===== config.mk =====
export PLATFORM = sky130hd
export DESIGN_NAME = dma_axi_adapter
export DESIGN_NICKNAME = d
export VERILOG_FILES = /design/src/rtl/dma_axi_adapter.sv
export SDC_FILE = /design/constraint.sdc
export NUM_CORES = 1
export LEC_CHECK = 0
export ABC_AREA = 0
export CORE_AREA = 2 2 168 170
export DETAILED_ROUTE_END_ITERATION = 6
export DIE_AREA = 0 0 170 172
export PLACE_DENSITY = 0.47
export SLEW_MARGIN = 20
export SYNTH_ARGS = -nofsm -noshare
export SYNTH_HDL_FRONTEND = slang
export SYNTH_SLANG_ARGS = --single-unit

===== constraint.sdc =====
create_clock -name hclk -period 3.12 [get_ports hclk]
set_clock_uncertainty 0.05 [all_clocks]
set_input_delay 0.624 -clock hclk [delete_from_list [all_inputs] [get_ports hclk]]
set_output_delay 0.624 -clock hclk [all_outputs]
set_load 0.005 [all_outputs]

===== src/rtl/dma_axi_adapter.sv =====
// Command-to-AXI3 adapter: turns one 128-byte DMA command into a single 16x64-bit
// INCR burst, streaming write data from to_* or returning read data on from_*.
module dma_axi_adapter #(
  parameter logic [5:0] AXI_ID    = 6'h0,
  parameter logic [3:0] AXI_CACHE = 4'h3,
  parameter logic [2:0] AXI_PROT  = 3'h0
) (
  input  logic        hclk,
  input  logic        rst_n,
  input  logic [24:0] adp_addr,
  input  logic        adp_type,
  input  logic        adp_val,
  output logic        adp_busy,
  input  logic [63:0] to_data,
  input  logic        to_val,
  output logic        to_ack,
  output logic [63:0] from_data,
  output logic        from_val,
  input  logic        from_ack,
  output logic [31:0] axi_awaddr,
  output logic        axi_awvalid,
  input  logic        axi_awready,
  output logic [3:0]  axi_awlen,
  output logic [2:0]  axi_awsize,
  output logic [1:0]  axi_awburst,
  output logic [5:0]  axi_awid,
  output logic [3:0]  axi_awcache,
  output logic [2:0]  axi_awprot,
  output logic [63:0] axi_wdata,
  output logic [7:0]  axi_wstrb,
  output logic        axi_wlast,
  output logic        axi_wvalid,
  input  logic        axi_wready,
  output logic [5:0]  axi_wid,
  input  logic        axi_bvalid,
  input  logic [1:0]  axi_bresp,
  output logic        axi_bready,
  output logic [31:0] axi_araddr,
  output logic        axi_arvalid,
  input  logic        axi_arready,
  output logic [3:0]  axi_arlen,
  output logic [2:0]  axi_arsize,
  output logic [1:0]  axi_arburst,
  output logic [5:0]  axi_arid,
  output logic [3:0]  axi_arcache,
  output logic [2:0]  axi_arprot,
  input  logic [63:0] axi_rdata,
  input  logic        axi_rvalid,
  input  logic [1:0]  axi_rresp,
  input  logic        axi_rlast,
  output logic        axi_rready,
  output logic        err
);

  typedef enum logic [2:0] {IDLE, WADDR, WDATA, WRESP, RADDR, RDATA} state_e;

  state_e      state_q, state_d;
  logic [24:0] addr_q, addr_d;
  logic [3:0]  cnt_q, cnt_d;
  logic        err_q, err_d;
  logic        val_q;
  logic        rise;
  logic        last_beat;

  // adp_val is a resynchronised level; only its rising edge is a command
  assign rise      = adp_val & ~val_q;
  assign last_beat = (cnt_q == 4'hF);

  assign axi_awaddr  = {addr_q, 7'b0};
  assign axi_araddr  = {addr_q, 7'b0};
  assign axi_awlen   = 4'hF;
  assign axi_arlen   = 4'hF;
  assign axi_awsize  = 3'h3;
  assign axi_arsize  = 3'h3;
  assign axi_awburst = 2'b01;
  assign axi_arburst = 2'b01;
  assign axi_awid    = AXI_ID;
  assign axi_arid    = AXI_ID;
  assign axi_wid     = AXI_ID;
  assign axi_awcache = AXI_CACHE;
  assign axi_arcache = AXI_CACHE;
  assign axi_awprot  = AXI_PROT;
  assign axi_arprot  = AXI_PROT;
  assign axi_wdata   = to_data;
  assign axi_wstrb   = 8'hFF;
  assign from_data   = axi_rdata;
  assign adp_busy    = (state_q != IDLE);
  assign err         = err_q;

  always_ff @(posedge hclk) begin
    if (!rst_n) begin
      state_q <= IDLE;
      addr_q  <= '0;
      cnt_q   <= '0;
      err_q   <= 1'b0;
      val_q   <= 1'b0;
    end else begin
      state_q <= state_d;
      addr_q  <= addr_d;
      cnt_q   <= cnt_d;
      err_q   <= err_d;
      val_q   <= adp_val;
    end
  end

  always_comb begin
    state_d     = state_q;
    addr_d      = addr_q;
    cnt_d       = cnt_q;
    err_d       = err_q;
    axi_awvalid = 1'b0;
    axi_wvalid  = 1'b0;
    axi_wlast   = 1'b0;
    axi_bready  = 1'b0;
    axi_arvalid = 1'b0;
    axi_rready  = 1'b0;
    to_ack      = 1'b0;
    from_val    = 1'b0;

    if (rise && state_q != IDLE) err_d = 1'b1;

    case (state_q)
      IDLE: begin
        if (rise) begin
          addr_d  = adp_addr;
          cnt_d   = '0;
          state_d = adp_type ? WADDR : RADDR;
        end
      end
      WADDR: begin
        axi_awvalid = 1'b1;
        if (axi_awready) state_d = WDATA;
      end
      WDATA: begin
        axi_wvalid = to_val;
        axi_wlast  = last_beat;
        to_ack     = to_val & axi_wready;
        if (to_val && axi_wready) begin
          cnt_d = cnt_q + 4'd1;
          if (last_beat) state_d = WRESP;
        end
      end
      WRESP: begin
        axi_bready = 1'b1;
        if (axi_bvalid) begin
          state_d = IDLE;
          if (axi_bresp != 2'b00) err_d = 1'b1;
        end
      end
      RADDR: begin
        axi_arvalid = 1'b1;
        if (axi_arready) state_d = RDATA;
      end
      RDATA: begin
        // rready comes straight from the consumer; rvalid never depends on it
        from_val   = axi_rvalid;
        axi_rready = from_ack;
        if (axi_rvalid && from_ack) begin
          cnt_d = cnt_q + 4'd1;
          if ((axi_rresp != 2'b00) || (axi_rlast != last_beat)) err_d = 1'b1;
          if (last_beat) state_d = IDLE;
        end
      end
      default: state_d = IDLE;
    endcase
  end

endmodule


==> metrics.txt <==
DRT Wirelength 8.90 mm; clock-pin slew on the worst setup and hold paths 60 ps; Final nets 524; commonest non-fill, non-tap cell in the layout clkdlybuf4s50_1; clk buf depth 2; WS Path Type register to primary output; Crit Reg-Reg Endpoint cnt_q[1]$_SDFFE_PN0P_; commonest cells after routing, fill and taps aside clkdlybuf4s50_1 (100), conb_1 (72), nand2_1 (57), dfxtp_1 (34), a21oi_1 (29); post-CTS setup buffers 0; post-synthesis instance total 411; Die Y ~170 um; Hold/Removal Path Class register to register; final instance area 3290 um^2; Worst-Skew Late Latency 290 ps; critical path required time 2450 ps; via count 2002; Synth cell types 41; RSZ-0062 raised after global routing no; Fmax 0.366 GHz; # H-tree levels 2; Setup-failing EPs final 0; hold path depth 2; final hold violation count 0; Max Fanout on Critical Path 14; Post-Syn Area per Cell 7.75 um^2; CTS Buf Count 5; post_cts resized 0; first-pass GRT wire length 11.8 mm; Reg2Reg Launch Point state_q[1]$_SDFFE_PN0P_; fillers about 3200; initial antenna violation count 0; worst slew pin tran between 900 and 1000 ps; yosys warns 0; r2r worst-path depth 5; Crit. End Element primary output; top_reg_cell synth dfxtp_1; largest net degree at the start of global routing 29; worst path arrival time roughly 2100 ps; I/O Pins 429; async set or reset register ratio after synthesis 0; Synth area leaders buf_4 (53%), dfxtp_1 (21%), nand2_1 (6.7%); Final period util 0.875; Synth area leader buf_4; DR DRC count 0; Seq cells post-synth 34; Placer Congestion 0.629; sequential area share after synthesis 0.214; vias per inst 2.86; row cnt 61; initial DRC count 63; post-layout min period 2730 ps; Setup TNS 0 ps; WHS Endpoint addr_q[7]$_SDFFE_PN0P_; 1st-pass router iterations 3; share of the synthesized area in the top cell type 0.533; Post-synth EDFFs 0; Total GRT Usage 0.0576; Die W around 170 um; Critical Path Source Type register; layout cells sized above 1 0.0507; CTS Sinks 34; vias in the first global route roughly 1800; relative slew slack 0.358; I/O Buffers 100; Starting Density 0.116; CORE AREA 27500 um^2; mapped cell area 3190 um^2; cell area after placement 3140 um^2; HPWL after DPL slightly above 7 mm; Antenna Violating Nets Remaining 0; drt wl/cell 12.7 um; total global routing overflow 0; status completed; worst reg-to-reg setup slack 960 ps; Slew Limit Fails 0; Die ar. 29200 um^2; maximum vdd drop 161 uV; worst hold start addr_q[7]$_SDFFE_PN0P_; CTS root buffer clkbuf_16; CTS Hold Bufs 0; PD cells roughly 640 nW/um^2; Max Cap Viol 0; Leak 1.22 nW; n_diodes 0; CTS tree built; Area growth syn-to-layout 3.30%
cell usage after synthesis (2+ instances only):
| cell type | count |
|---|---|
| buf_4 | 226 |
| nand2_1 | 57 |
| dfxtp_1 | 34 |
| a21oi_1 | 29 |
| nor2_1 | 9 |
| and2_1 | 5 |
| buf_2 | 4 |
| nand3_1 | 4 |
| clkbuf_1 | 3 |
| xor2_1 | 3 |
| and3_1 | 2 |
| buf_6 | 2 |
| conb_1 | 2 |
| inv_2 | 2 |
| nor2b_1 | 2 |
| nor3_1 | 2 |
critical path, stage by stage (launching register included):
cell and delay [ps]:
dfxtp_1 620, nor3b_1 420, and3_1 220, clkdlybuf4s50_1 510
how the worst max path moves through the flow:
stage,startpoint,end,slack (ps)
final,state_q[1]$_SDFFE_PN0P_,to_ack,390
after global routing,state_q[1]$_SDFFE_PN0P_,to_ack,180
after CTS,state_q[1]$_SDFFE_PN0P_,to_ack,330
after detailed placement,adp_val,cnt_q[1]$_SDFFE_PN0P_,410
after global placement,adp_val,cnt_q[1]$_SDFFE_PN0P_,460
after floorplan,adp_val,state_q[0]$_SDFFE_PN0P_,1180
layout make-up:
type                    instances  area [um^2]  share of cell area
repair buffers                101         1010               0.306
clock buffers                   6          139              0.0422
clock inverters                 2         12.5             0.00380
inverters                       2         7.51             0.00228
multi-input cells             210         1010               0.307
well taps                     346          433               0.132
flip-flops and latches         34          681               0.207
sequential cells by signal (all words and copies together), names as in the netlist:
name,flops
err,1
cnt_q,4
addr_q,25
val_q,1
state_q,3
metrics by stage:
stage	instances	setup WS [ps]	utilization	power, mW	hold WS [ps]
global placement	693	455	0.114	1.62	408
CTS	701	327	0.120	2.19	423
finish	701	391	0.120	2.11	416
global route	701	180	0.120	2.33	439
floorplan	481	1180	-	1.41	399
detailed placement	693	411	0.114	1.63	414
cell families (layout without fill, tap and decap cells):
logic type                 Yosys count  after routing  share of synthesized area
buffers and inverters              237            111                      0.552
and+or+nand+nor                     91             91                      0.135
AOI/OAI and AO/OA                   41             41                     0.0790
DFF                                 34             34                      0.214
xor gates and xnor gates             4              4                     0.0110
other                                2             72                    0.00236
adders and majority gates            1              1                    0.00393
muxes                                1              1                    0.00314
layer usage:
| metal | share of wire | global-route usage | up-vias | routed length (um) |
|---|---|---|---|---|
| li1 | - | - | 877 | - |
| met1 | 0.32 | 0.0509 | 845 | 2860 |
| met2 | 0.43 | 0.0886 | 209 | 3860 |
| met3 | 0.16 | 0.0380 | 71 | 1410 |
| met4 | 0.086 | 0.0546 | 0 | 769 |
| met5 | 0 | 0 | - | 0 |
report_power, final:
part / leakage, nW / switching (mW) / internal [mW] / total [mW]
clock: 0.0729 / 0.207 / 0.316 / 0.524
sequential: 0.278 / 0.110 / 0.529 / 0.639
combinational: 0.866 / 0.464 / 0.486 / 0.950
Note: power is estimated with default switching activity, not from simulation.
==> RTL change: new RTL, same flow settings <==
Encoding of `state_e`: now Gray code (3 bits for 6 states).
--- a/src/rtl/dma_axi_adapter.sv
+++ b/src/rtl/dma_axi_adapter.sv
@@ -54,3 +54,3 @@
 
-  typedef enum logic [2:0] {IDLE, WADDR, WDATA, WRESP, RADDR, RDATA} state_e;
+  typedef enum logic [2:0] {IDLE = 3'b000, WADDR = 3'b001, WDATA = 3'b011, WRESP = 3'b010, RADDR = 3'b110, RDATA = 3'b111} state_e;
 
Behaviour: same outputs for any inputs over 4 cycles, from zero or initial values and one cycle with rst_n low; so few cycles prove little.
==> RTL change against the original RTL <==
  * Sequential share of layout area decreased by 0.80 points
  * Routed wire length decreased by 7.0%
  * Sequential cell count unchanged
  * Combinational power decreased by 16%
  * Synthesized area increased by 4.1%
  * Highest routed layer unchanged
  * Worst setup slack improved by 0.10 ns
  * Largest power group unchanged
  * Final area increased by 4.0%
  * Total power decreased by 7.9%
  * Sequential power decreased by 1%
==> RTL change: results <==
metrics = {
    "yosys": {
        "yosysWarningCount": 0,
        "synth_ff_type": "dfxtp_1",
        "synth.distinct_cells": 44,
        "synth_common_cells": "buf_4 (226), nand2_1 (54), dfxtp_1 (34)",
        "ys_top_cells_by_area": "buf_4 (51%), dfxtp_1 (21%), nand2_1 (6.1%), a21boi_1 (4.8%), a21boi_0 (1.1%)",
        "async_reset_ff_share_pct": 0,
        "ys_seq_area_share_pct": 20.5,
    },
    "route": {
        "via_per_inst": 2.90,
        "wire_per_inst_um": 11.7,
        "wl_met2_mm": 3.43,
        "wl_met3_mm": 1.09,
        "drt-met1-wl_mm": 3.02,
        "routed.top_layer": "met4",
        "drt_iter0_drc": 92,
        "firstDrtPassIters": 4,
    },
    "global_route": {
        "grtUsageMet3_pct": 3.07,
        "gr-usage-met2_pct": 7.68,
        "grt_max_degree": 38,
        "use_met1_pct": 5.51,
        "antenna_found_initial": 0,
        "track_usage_pct": 5.45,
        "first_global_vias": 1792,
        "grt_pass1_wl_mm": 11.4,
    },
    "finish": {
        "antennaDiodeCount": 0,
        "top_regs": "addr_q x25, cnt_q x4, state_q x3",
        "drive_above_1_share_pct": 5.23,
        "final_nets": 532,
    },
    "pwr": {
        "ir_drop_v": 0.000167,
        "p_leak_nw": 1.24,
        "switching_share_pct": 34.1,
    },
    "placed_design": {
        "place_worst_setup_slack_ns": 0.503,
        "port_buffers": 100,
        "routabilityCongestion": 0.697,
        "dp_hpwl_mm": 6.20,
        "placed_cell_area_sq_um": 3280,
    },
    "critical_path": {
        "worstPathRequired_ns": 2.45,
        "rr_worst_depth": 5,
        "reg2reg_to": "addr_q[22]",
        "cp_slowest_cell": "clkdlybuf4s50_1",
        "r2r_start": "state_q[2]",
        "ff2ff_setup_slack_ns": 1.15,
        "slowest_delay_ns": 0.51,
        "cp_max_fo": 3,
    },
    "hold_path": {
        "hp-class": "flop to flop",
        "min_to": "addr_q[18]",
        "hold_path_startpoint": "addr_q[18]",
        "whs_path_depth": 2,
    },
    "sta": {
        "slew_headroom_pct": 51.4,
        "holdWs_ns": 0.412,
    },
    "clock_network": {
        "cts-root-buf": "clkbuf_16",
        "cts_setup_buffers": 0,
        "clkLatencyLatePin_ns": 0.28,
        "clk_pin_slew_ns": 0.06,
        "cts_buffer_depth": 2,
        "htreeDepth": 2,
        "cts_inserted_buffers": 5,
        "post_cts_resized": 0,
    },
    "outcome": {
        "status": "completed",
    },
}
[RTL change: worst max path at each step]
stage                from  depth (start not counted)  slack (ns)        end
6_report           to_val                          4        0.49     to_ack
5_1_grt        state_q[0]                          3        0.38  axi_wlast
4_1_cts            to_val                          4        0.48     to_ack
3_5_place_dp       to_val                          4        0.50     to_ack
3_3_place_gp       to_val                          4        0.53     to_ack
2_1_floorplan     adp_val                          4        1.40   cnt_q[3]
[RTL change: power by group through the flow]
stage / clock (mW) / sequential, mW / combinational [mW]
2_1_floorplan: 0 / 0.600 / 0.671
3_3_place_gp: 0 / 0.642 / 0.803
3_5_place_dp: 0 / 0.643 / 0.805
4_1_cts: 0.566 / 0.634 / 0.807
5_1_grt: 0.575 / 0.648 / 0.898
6_report: 0.520 / 0.630 / 0.794
[RTL change: cell type report]
cell class | instances | area, sq um
clock buffers | 7 | 143
clock inverters | 1 | 5.00
fillers | 3169 | 24100
inverters | 3 | 11.3
multi-input cells | 215 | 1130
flip-flops and latches | 34 | 681
well taps | 346 | 433
repair buffers | 103 | 1020
[RTL change: worst max-delay path: cells and delay by family]
kind,cells,cell delay [ns]
simple gates,2,0.32
buf+inv,2,1.00
[RTL change: through the flow]
stage | instances | utilization, %
2_1_floorplan | 491 | -
3_3_place_gp | 701 | 11.9
3_5_place_dp | 701 | 11.9
4_1_cts | 709 | 12.5
5_1_grt | 709 | 12.5
6_report | 709 | 12.5
[RTL change: kinds of logic after synthesis]
family          Yosys count  share of synthesized area [%]
fa+ha+maj                 1                          0.377
other cells               2                          0.226
buf+inv                 242                           53.4
compound gates           47                           10.6
flops                    34                           20.5
simple gates             91                           13.6
mux                       3                          0.943
xor+xnor                  1                          0.264
